`config.mk`:
```
export PLATFORM = sky130hd
export DESIGN_NAME = mdio_reg_responder_flat
export DESIGN_NICKNAME = d
export VERILOG_FILES = /design/src/rtl/mdio_reg_responder_if.sv /design/src/rtl/mdio_reg_responder.sv /design/src/flat_wrapper.sv
export SDC_FILE = /design/constraint.sdc
export NUM_CORES = 2
export LEC_CHECK = 0
export CAP_MARGIN = 20
export CORE_MARGIN = 2
export CORE_UTILIZATION = 26
export CTS_CLUSTER_DIAMETER = 200
export DETAILED_ROUTE_END_ITERATION = 12
export GPL_ROUTABILITY_DRIVEN = 0
export GPL_TIMING_DRIVEN = 0
export PLACE_DENSITY = 0.49
export SYNTH_ARGS = -nofsm -noshare
export SYNTH_HDL_FRONTEND = slang
export SYNTH_SLANG_ARGS = --single-unit
```
`constraint.sdc`:
```
create_clock -name clk_i -period 6.4 [get_ports clk_i]
set_input_delay 0.96 -clock clk_i [delete_from_list [all_inputs] [get_ports clk_i]]
set_output_delay 0.96 -clock clk_i [all_outputs]
set_load 0.02 [all_outputs]
```
`src/rtl/mdio_reg_responder_if.sv`:
```
// Local host port of the MDIO register responder: single-cycle strobed
// register access from FPGA-side logic.
`timescale 1ns/1ps
interface mdio_reg_responder_if;
  logic [4:0]  loc_addr_i;
  logic [15:0] loc_data_i;
  logic        loc_we_i;
  logic        loc_stb_i;
  logic [15:0] loc_data_o;
  logic        loc_ack_o;

  modport master (
    output loc_addr_i, loc_data_i, loc_we_i, loc_stb_i,
    input  loc_data_o, loc_ack_o
  );

  modport slave (
    input  loc_addr_i, loc_data_i, loc_we_i, loc_stb_i,
    output loc_data_o, loc_ack_o
  );
endinterface

```
`src/rtl/mdio_reg_responder.sv`:
```
// Clause-22 MDIO responder (PHY side): oversamples MDC/MDIO, decodes frames for
// its PHY address and serves a 32 x 16-bit register file shared with a local port.
`timescale 1ns/1ps
module mdio_reg_responder #(
  parameter int          PREAMBLE_MIN = 32,
  parameter logic [15:0] PHY_ID1      = 16'h001C,
  parameter logic [15:0] PHY_ID2      = 16'hC915
) (
  input  logic       clk_i,
  input  logic       rst_i,
  input  logic       mdc_i,
  input  logic       mdio_i,
  output logic       mdio_o,
  output logic       mdio_oe,
  input  logic [4:0] phy_addr_i,
  mdio_reg_responder_if.slave loc,
  output logic       frame_done_o,
  output logic       frame_err_o
);

  typedef enum logic [3:0] {
    S_IDLE, S_ST, S_OP, S_PHYAD, S_REGAD, S_SKIP, S_TA, S_RDATA, S_WDATA
  } state_e;

  localparam int            PW      = $clog2(PREAMBLE_MIN + 1);
  localparam logic [PW-1:0] PRE_MAX = PW'(PREAMBLE_MIN);

  logic [2:0]  mdc_sync_q;
  logic [1:0]  mdio_sync_q;
  logic        bit_evt, bit_val;

  state_e      state_q, state_d;
  logic [PW-1:0] pre_cnt_q, pre_cnt_d;
  logic [4:0]  bit_cnt_q, bit_cnt_d;
  logic        is_read_q, is_read_d;
  logic [4:0]  phyad_q, phyad_d;
  logic [4:0]  regad_q, regad_d;
  logic [15:0] shift_q, shift_d;
  logic        oe_q, oe_d, mdo_q, mdo_d;
  logic        done_q, done_d, err_q, err_d;
  logic        mdio_we;
  logic [15:0] mdio_wdata;

  logic [31:0][15:0] rf_rd;
  logic        loc_wr, soft_rst_q, soft_rst_d;
  logic        ack_q;
  logic [15:0] rdata_q;

  // Third MDC stage only feeds edge detection; MDIO is aligned with stage 2.
  always_ff @(posedge clk_i) begin
    if (rst_i) begin
      mdc_sync_q  <= '0;
      mdio_sync_q <= '1;
    end else begin
      mdc_sync_q  <= {mdc_sync_q[1:0], mdc_i};
      mdio_sync_q <= {mdio_sync_q[0], mdio_i};
    end
  end

  assign bit_evt = mdc_sync_q[1] & ~mdc_sync_q[2];
  assign bit_val = mdio_sync_q[1];

  always_ff @(posedge clk_i) begin
    if (rst_i) begin
      state_q   <= S_IDLE;
      pre_cnt_q <= '0;
      bit_cnt_q <= '0;
      is_read_q <= 1'b0;
      phyad_q   <= '0;
      regad_q   <= '0;
      shift_q   <= '0;
      oe_q      <= 1'b0;
      mdo_q     <= 1'b1;
      done_q    <= 1'b0;
      err_q     <= 1'b0;
    end else begin
      state_q   <= state_d;
      pre_cnt_q <= pre_cnt_d;
      bit_cnt_q <= bit_cnt_d;
      is_read_q <= is_read_d;
      phyad_q   <= phyad_d;
      regad_q   <= regad_d;
      shift_q   <= shift_d;
      oe_q      <= oe_d;
      mdo_q     <= mdo_d;
      done_q    <= done_d;
      err_q     <= err_d;
    end
  end

  always_comb begin
    state_d    = state_q;
    pre_cnt_d  = pre_cnt_q;
    bit_cnt_d  = bit_cnt_q;
    is_read_d  = is_read_q;
    phyad_d    = phyad_q;
    regad_d    = regad_q;
    shift_d    = shift_q;
    oe_d       = oe_q;
    mdo_d      = mdo_q;
    done_d     = 1'b0;
    err_d      = 1'b0;
    mdio_we    = 1'b0;
    mdio_wdata = {shift_q[14:0], bit_val};
    if (bit_evt) begin
      case (state_q)
        S_IDLE: begin
          if (bit_val) begin
            if (pre_cnt_q < PRE_MAX) pre_cnt_d = pre_cnt_q + 1'b1;
          end else begin
            if (pre_cnt_q == PRE_MAX) state_d = S_ST;
            pre_cnt_d = '0;
          end
        end
        S_ST: begin
          if (bit_val) begin
            state_d   = S_OP;
            bit_cnt_d = '0;
          end else begin
            err_d   = 1'b1;
            state_d = S_IDLE;
          end
        end
        S_OP: begin
          shift_d = {shift_q[14:0], bit_val};
          if (bit_cnt_q == 5'd0) begin
            bit_cnt_d = 5'd1;
          end else begin
            bit_cnt_d = '0;
            case ({shift_q[0], bit_val})
              2'b10:   begin is_read_d = 1'b1; state_d = S_PHYAD; end
              2'b01:   begin is_read_d = 1'b0; state_d = S_PHYAD; end
              default: begin err_d = 1'b1;     state_d = S_IDLE;  end
            endcase
          end
        end
        S_PHYAD: begin
          shift_d = {shift_q[14:0], bit_val};
          if (bit_cnt_q == 5'd4) begin
            phyad_d   = {shift_q[3:0], bit_val};
            bit_cnt_d = '0;
            state_d   = S_REGAD;
          end else begin
            bit_cnt_d = bit_cnt_q + 1'b1;
          end
        end
        S_REGAD: begin
          shift_d = {shift_q[14:0], bit_val};
          if (bit_cnt_q == 5'd4) begin
            regad_d   = {shift_q[3:0], bit_val};
            bit_cnt_d = '0;
            state_d   = (phyad_q != phy_addr_i) ? S_SKIP : S_TA;
          end else begin
            bit_cnt_d = bit_cnt_q + 1'b1;
          end
        end
        S_SKIP: begin
          if (bit_cnt_q == 5'd17) state_d = S_IDLE;
          else                    bit_cnt_d = bit_cnt_q + 1'b1;
        end
        S_TA: begin
          if (bit_cnt_q == 5'd0) begin
            bit_cnt_d = 5'd1;
          end else begin
            bit_cnt_d = '0;
            if (is_read_q) begin
              oe_d    = 1'b1;
              mdo_d   = 1'b0;
              shift_d = rf_rd[regad_q];
              state_d = S_RDATA;
            end else begin
              state_d = S_WDATA;
            end
          end
        end
        S_RDATA: begin
          if (bit_cnt_q == 5'd16) begin
            oe_d    = 1'b0;
            mdo_d   = 1'b1;
            done_d  = 1'b1;
            state_d = S_IDLE;
          end else begin
            mdo_d     = shift_q[15];
            shift_d   = {shift_q[14:0], 1'b0};
            bit_cnt_d = bit_cnt_q + 1'b1;
          end
        end
        S_WDATA: begin
          shift_d = {shift_q[14:0], bit_val};
          if (bit_cnt_q == 5'd15) begin
            mdio_we = 1'b1;
            done_d  = 1'b1;
            state_d = S_IDLE;
          end else begin
            bit_cnt_d = bit_cnt_q + 1'b1;
          end
        end
        default: state_d = S_IDLE;
      endcase
    end
  end

  assign loc_wr = loc.loc_stb_i & loc.loc_we_i;

  // A bit-15 write to reg 0 lands for one cycle, then clears the whole file.
  always_comb begin
    soft_rst_d = 1'b0;
    if (mdio_we && regad_q == 5'd0)
      soft_rst_d = mdio_wdata[15];
    else if (loc_wr && loc.loc_addr_i == 5'd0)
      soft_rst_d = loc.loc_data_i[15];
  end

  always_ff @(posedge clk_i) begin
    if (rst_i) soft_rst_q <= 1'b0;
    else       soft_rst_q <= soft_rst_d;
  end

  for (genvar gi = 0; gi < 32; gi++) begin : g_reg
    localparam logic [4:0] IDX = 5'(gi);
    if (gi == 2) begin : g_id1
      assign rf_rd[gi] = PHY_ID1;
    end else if (gi == 3) begin : g_id2
      assign rf_rd[gi] = PHY_ID2;
    end else begin : g_rw
      logic [15:0] val_q;
      always_ff @(posedge clk_i) begin
        if (rst_i || soft_rst_q)
          val_q <= '0;
        else if (mdio_we && regad_q == IDX)
          val_q <= mdio_wdata;
        else if (loc_wr && loc.loc_addr_i == IDX)
          val_q <= loc.loc_data_i;
      end
      assign rf_rd[gi] = val_q;
    end
  end

  always_ff @(posedge clk_i) begin
    if (rst_i) begin
      ack_q   <= 1'b0;
      rdata_q <= '0;
    end else begin
      ack_q <= loc.loc_stb_i;
      if (loc.loc_stb_i && !loc.loc_we_i) rdata_q <= rf_rd[loc.loc_addr_i];
    end
  end

  assign loc.loc_ack_o  = ack_q;
  assign loc.loc_data_o = rdata_q;

  // Reset releases the pin combinationally so a mid-frame abort frees the bus at once.
  assign mdio_oe      = oe_q & ~rst_i;
  assign mdio_o       = mdo_q | rst_i;
  assign frame_done_o = done_q;
  assign frame_err_o  = err_q;

endmodule

```
`src/flat_wrapper.sv`:
```
// flat-port wrapper written by rule: the top's interface ports become plain ports
module mdio_reg_responder_flat 
#(
  parameter int          PREAMBLE_MIN = 32,
  parameter logic [15:0] PHY_ID1      = 16'h001C,
  parameter logic [15:0] PHY_ID2      = 16'hC915
)
  (clk_i, rst_i, mdc_i, mdio_i, mdio_o, mdio_oe, phy_addr_i, frame_done_o, frame_err_o, loc_loc_addr_i, loc_loc_data_i, loc_loc_we_i, loc_loc_stb_i, loc_loc_data_o, loc_loc_ack_o);
  mdio_reg_responder_if loc_i ();
  input  logic clk_i;
  input  logic rst_i;
  input  logic mdc_i;
  input  logic mdio_i;
  output logic mdio_o;
  output logic mdio_oe;
  input  logic [4:0] phy_addr_i;
  output logic frame_done_o;
  output logic frame_err_o;
  input wire logic [$bits(loc_i.loc_addr_i)-1:0] loc_loc_addr_i;
  input wire logic [$bits(loc_i.loc_data_i)-1:0] loc_loc_data_i;
  input wire logic [$bits(loc_i.loc_we_i)-1:0] loc_loc_we_i;
  input wire logic [$bits(loc_i.loc_stb_i)-1:0] loc_loc_stb_i;
  output wire logic [$bits(loc_i.loc_data_o)-1:0] loc_loc_data_o;
  output wire logic [$bits(loc_i.loc_ack_o)-1:0] loc_loc_ack_o;
  assign loc_i.loc_addr_i = loc_loc_addr_i;
  assign loc_i.loc_data_i = loc_loc_data_i;
  assign loc_i.loc_we_i = loc_loc_we_i;
  assign loc_i.loc_stb_i = loc_loc_stb_i;
  assign loc_loc_data_o = loc_i.loc_data_o;
  assign loc_loc_ack_o = loc_i.loc_ack_o;
  mdio_reg_responder #(.PREAMBLE_MIN(PREAMBLE_MIN), .PHY_ID1(PHY_ID1), .PHY_ID2(PHY_ID2)) u_core (.clk_i(clk_i), .rst_i(rst_i), .mdc_i(mdc_i), .mdio_i(mdio_i), .mdio_o(mdio_o), .mdio_oe(mdio_oe), .phy_addr_i(phy_addr_i), .loc(loc_i), .frame_done_o(frame_done_o), .frame_err_o(frame_err_o));
endmodule
```
==> flow_metrics.tcl <==
set metrics [dict create \
    final_nets 3492 \
    fp-row-count 130 \
    peakVddDrop_uv 176 \
    worstHoldEndpoint "u_core.mdio_sync_q[1]" \
    drive_above_1_share 0.158 \
    r2r_start "u_core.regad_q[2]" \
    critPathCaptureType "register" \
    initial_core_util 0.261 \
    worst_slew_pin_slew_ps 1310 \
    ioPinCount 53 \
    yosysWarnings 0 \
    die-width_microns 359 \
    final_common_cell "mux2i_1" \
    hold_viol_final 0 \
    pre_cts_ws_ps 2120 \
    wl_per_cell_microns 36.1 \
    cts.sinks 549 \
    grt_pass1_vias 29300 \
    grt_first_pass_wirelength_microns 251000 \
    min_path_cells 1 \
    grt_use_met3 0.126 \
    drc 0 \
    clkSlewWorstSetupHoldPaths_ps 60 \
    cts_buffer_depth 3 \
    synth-seq-cells 549 \
    post_cts_buffers 0 \
    fin_crit_ps 4230 \
    grt_start_max_net_pins 14 \
    synthesis.nets 3363 \
    grt_use_met1 0.351 \
    hold_buffers 0 \
    seq_area_frac_synth 0.335 \
    power_density_nw_per_um2 212 \
    die_area_sq_um 129000 \
    synth_enable_flop_cells 0 \
    hold_path_class "reg -> reg" \
    path_class "in -> reg" \
    arrival_ps 4760 \
    tritoncts "yes" \
    ant_nets 0 \
    route.vias.total 32100 \
    fin_crit_sh 0.660 \
    synth_ff_type "dfxtp_1" \
    r2r_slack_ps 2450 \
    via_per_inst 6.22 \
    p_leak_uw 0.0126 \
    r2r_end "u_core.shift_q[7]" \
    grt_usage 0.277 \
    ys_async_sr_fraction 0 \
    core_sq_um 125000 \
    cp_max_fo 10 \
    netlist_area_sq_um 32800 \
    fmax_ghz 0.237 \
    detail_route.first_pass.iterations 10 \
    drt_iter0_drc 5133 \
    rsz0062_at_grt "no" \
    dp_hpwl_microns 137000 \
    fin_ws_ps 2170 \
    area_growth_pct 15.3 \
    grt.overflow.total 0 \
    htreeDepth 3 \
    path_cells "buf_4 > buf_4 > buf_2 > buf_2 > mux2i_1 > o221ai_1 > a221oi_1 > a21oi_1 > a22o_1" \
    avgSynthCellArea_sq_um 9.86 \
    synth_cell_types 75 \
    worstHoldStart "u_core.mdio_sync_q[0]" \
    fillCellCount 13100 \
    portBuffers 31 \
    setup_tns_ps 0 \
    cap_viol_max_count 0 \
    status "complete, no violations" \
    drt_wl_total_microns 186000 \
    mostFrequentLayoutCells "569 x mux2i_1, 554 x nor2_1, 549 x dfxtp_1" \
    cp_slowest_stage_delay_ps 1060 \
    final-setup-viol-count 0 \
    antenna_found_initial 13 \
    cp_slowest_cell "a221oi_1" \
    drv_slew 0 \
    die_y_microns 359 \
    r2r_cells 8 \
    cts_resized 0 \
    fin_worst_skew_ps 61.9 \
    cp.required_ps 6940 \
    top_usage_layer "met2" \
    cts_buffers 68 \
    cts_root_buf "clkbuf_16" \
    syn_inst 3324 \
    seq_area_sq_um 11000 \
    cp-start-kind "input pin" \
    multi_input_area_sq_um 19800 \
    grt_use_met2 0.377 \
    insertion_delay_ps 670 \
    max_slew_margin 0.126 \
]
worst max-delay path: cells and delay by family:
| kind | cells | cell delay [ps] |
|---|---|---|
| muxes | 1 | 260 |
| buffers and inverters | 4 | 1490 |
| AOI/OAI and AO/OA | 4 | 1990 |
layout make-up:
cell class,count,share of cell area
repair buffers,59,0.0195
inverters,18,0.00179
flip-flops and latches,549,0.291
multi-input cells,2358,0.525
clock inverters,17,0.00434
plain buffers,399,0.0494
clock buffers,104,0.0537
well taps,1650,0.0547
diodes,6,0.000397
per-layer routing:
| metal | wire length (microns) | vias to the layer above |
|---|---|---|
| li1 | - | 12800 |
| met1 | 72200 | 16000 |
| met2 | 72800 | 2631 |
| met3 | 27100 | 699 |
| met4 | 13900 | 12 |
| met5 | 146 | - |
report_power, final:
part | total, uW | switching (uW) | internal (uW)
Sequential | 3450 | 20.0 | 3430
Combinational | 579 | 440 | 139
Clock | 3970 | 1730 | 2240
Total | 8000 | 2190 | 5810
cell usage after synthesis (all sizes together) (5+ instances only):
master	instances	share of area
a211oi	504	0.12
a21oi	48	0.0073
a221o	8	0.0024
a221oi	28	0.0075
a22o	9	0.0024
a22oi	18	0.0041
a31oi	11	0.0021
a32oi	10	0.0029
and3	8	0.0016
buf	182	0.032
clkbuf	217	0.025
dfxtp	549	0.34
ha	7	0.0027
inv	18	0.0021
mux2	32	0.011
mux2i	569	0.17
mux4	197	0.14
nand2	86	0.011
nand2b	23	0.0044
nand3	29	0.0049
nand4	5	0.00095
nor2	585	0.075
nor2b	24	0.0046
nor3	13	0.0023
o211ai	10	0.0023
o21ai	28	0.0043
o221ai	23	0.0061
o22ai	13	0.0025
or2	7	0.0013
xor2	5	0.0013
metrics by stage:
stage	area [sq um]	util	total power [uW]	hold slack, ps	instances
after floorplan	32800	-	3790	389	3324
after global placement	35100	0.280	4060	409	5005
after detailed placement	35500	0.283	4070	402	5028
after CTS	37700	0.301	7940	438	5149
after global routing	37800	0.301	8100	445	5154
final	37800	0.301	8000	430	5160
sequential cells by signal, indices dropped and copies added (netlist names):
signal / flops
u_core.mdo_q: 1
u_core.g.g_rw.val_q: 480
u_core.frame_done_o: 1
u_core.regad_q: 5
u_core.is_read_q: 1
u_core.pre_cnt_q: 6
u_core.bit_cnt_q: 5
u_core.loc.loc_data_o: 16
u_core.shift_q: 16
u_core.phyad_q: 5
u_core.frame_err_o: 1
u_core.soft_rst_q: 1
u_core.loc.loc_ack_o: 1
u_core.mdc_sync_q: 3
u_core.mdio_sync_q: 2
u_core.oe_q: 1
u_core.state_q: 4
how the worst max path moves through the flow:
stage | start | endpoint | slack (ps) | cells past startpoint
after floorplan | loc_loc_addr_i[0] | u_core.loc.loc_data_o[15] | 3590 | 5
after global placement | loc_loc_addr_i[1] | u_core.loc.loc_data_o[2] | 2100 | 8
after detailed placement | loc_loc_addr_i[2] | u_core.loc.loc_data_o[10] | 2120 | 6
after CTS | rst_i | mdio_o | 2350 | 4
after global routing | rst_i | mdio_o | 2220 | 4
final | loc_loc_addr_i[1] | u_core.loc.loc_data_o[12] | 2170 | 9
logic make-up (layout without fill, tap and decap cells):
group | count (synthesis) | in the layout | share of synthesized area
XOR/XNOR | 8 | 8 | 0.00214
AO/OA/AOI/OAI | 740 | 740 | 0.168
multiplexers | 798 | 798 | 0.320
AND/OR/NAND/NOR | 805 | 805 | 0.113
flip-flops | 549 | 549 | 0.335
adder cells (fa/ha/maj) | 7 | 7 | 0.00267
buffers and inverters | 417 | 597 | 0.0589
other | 0 | 6 | 0
Note: power is estimated with default switching activity, not from simulation.
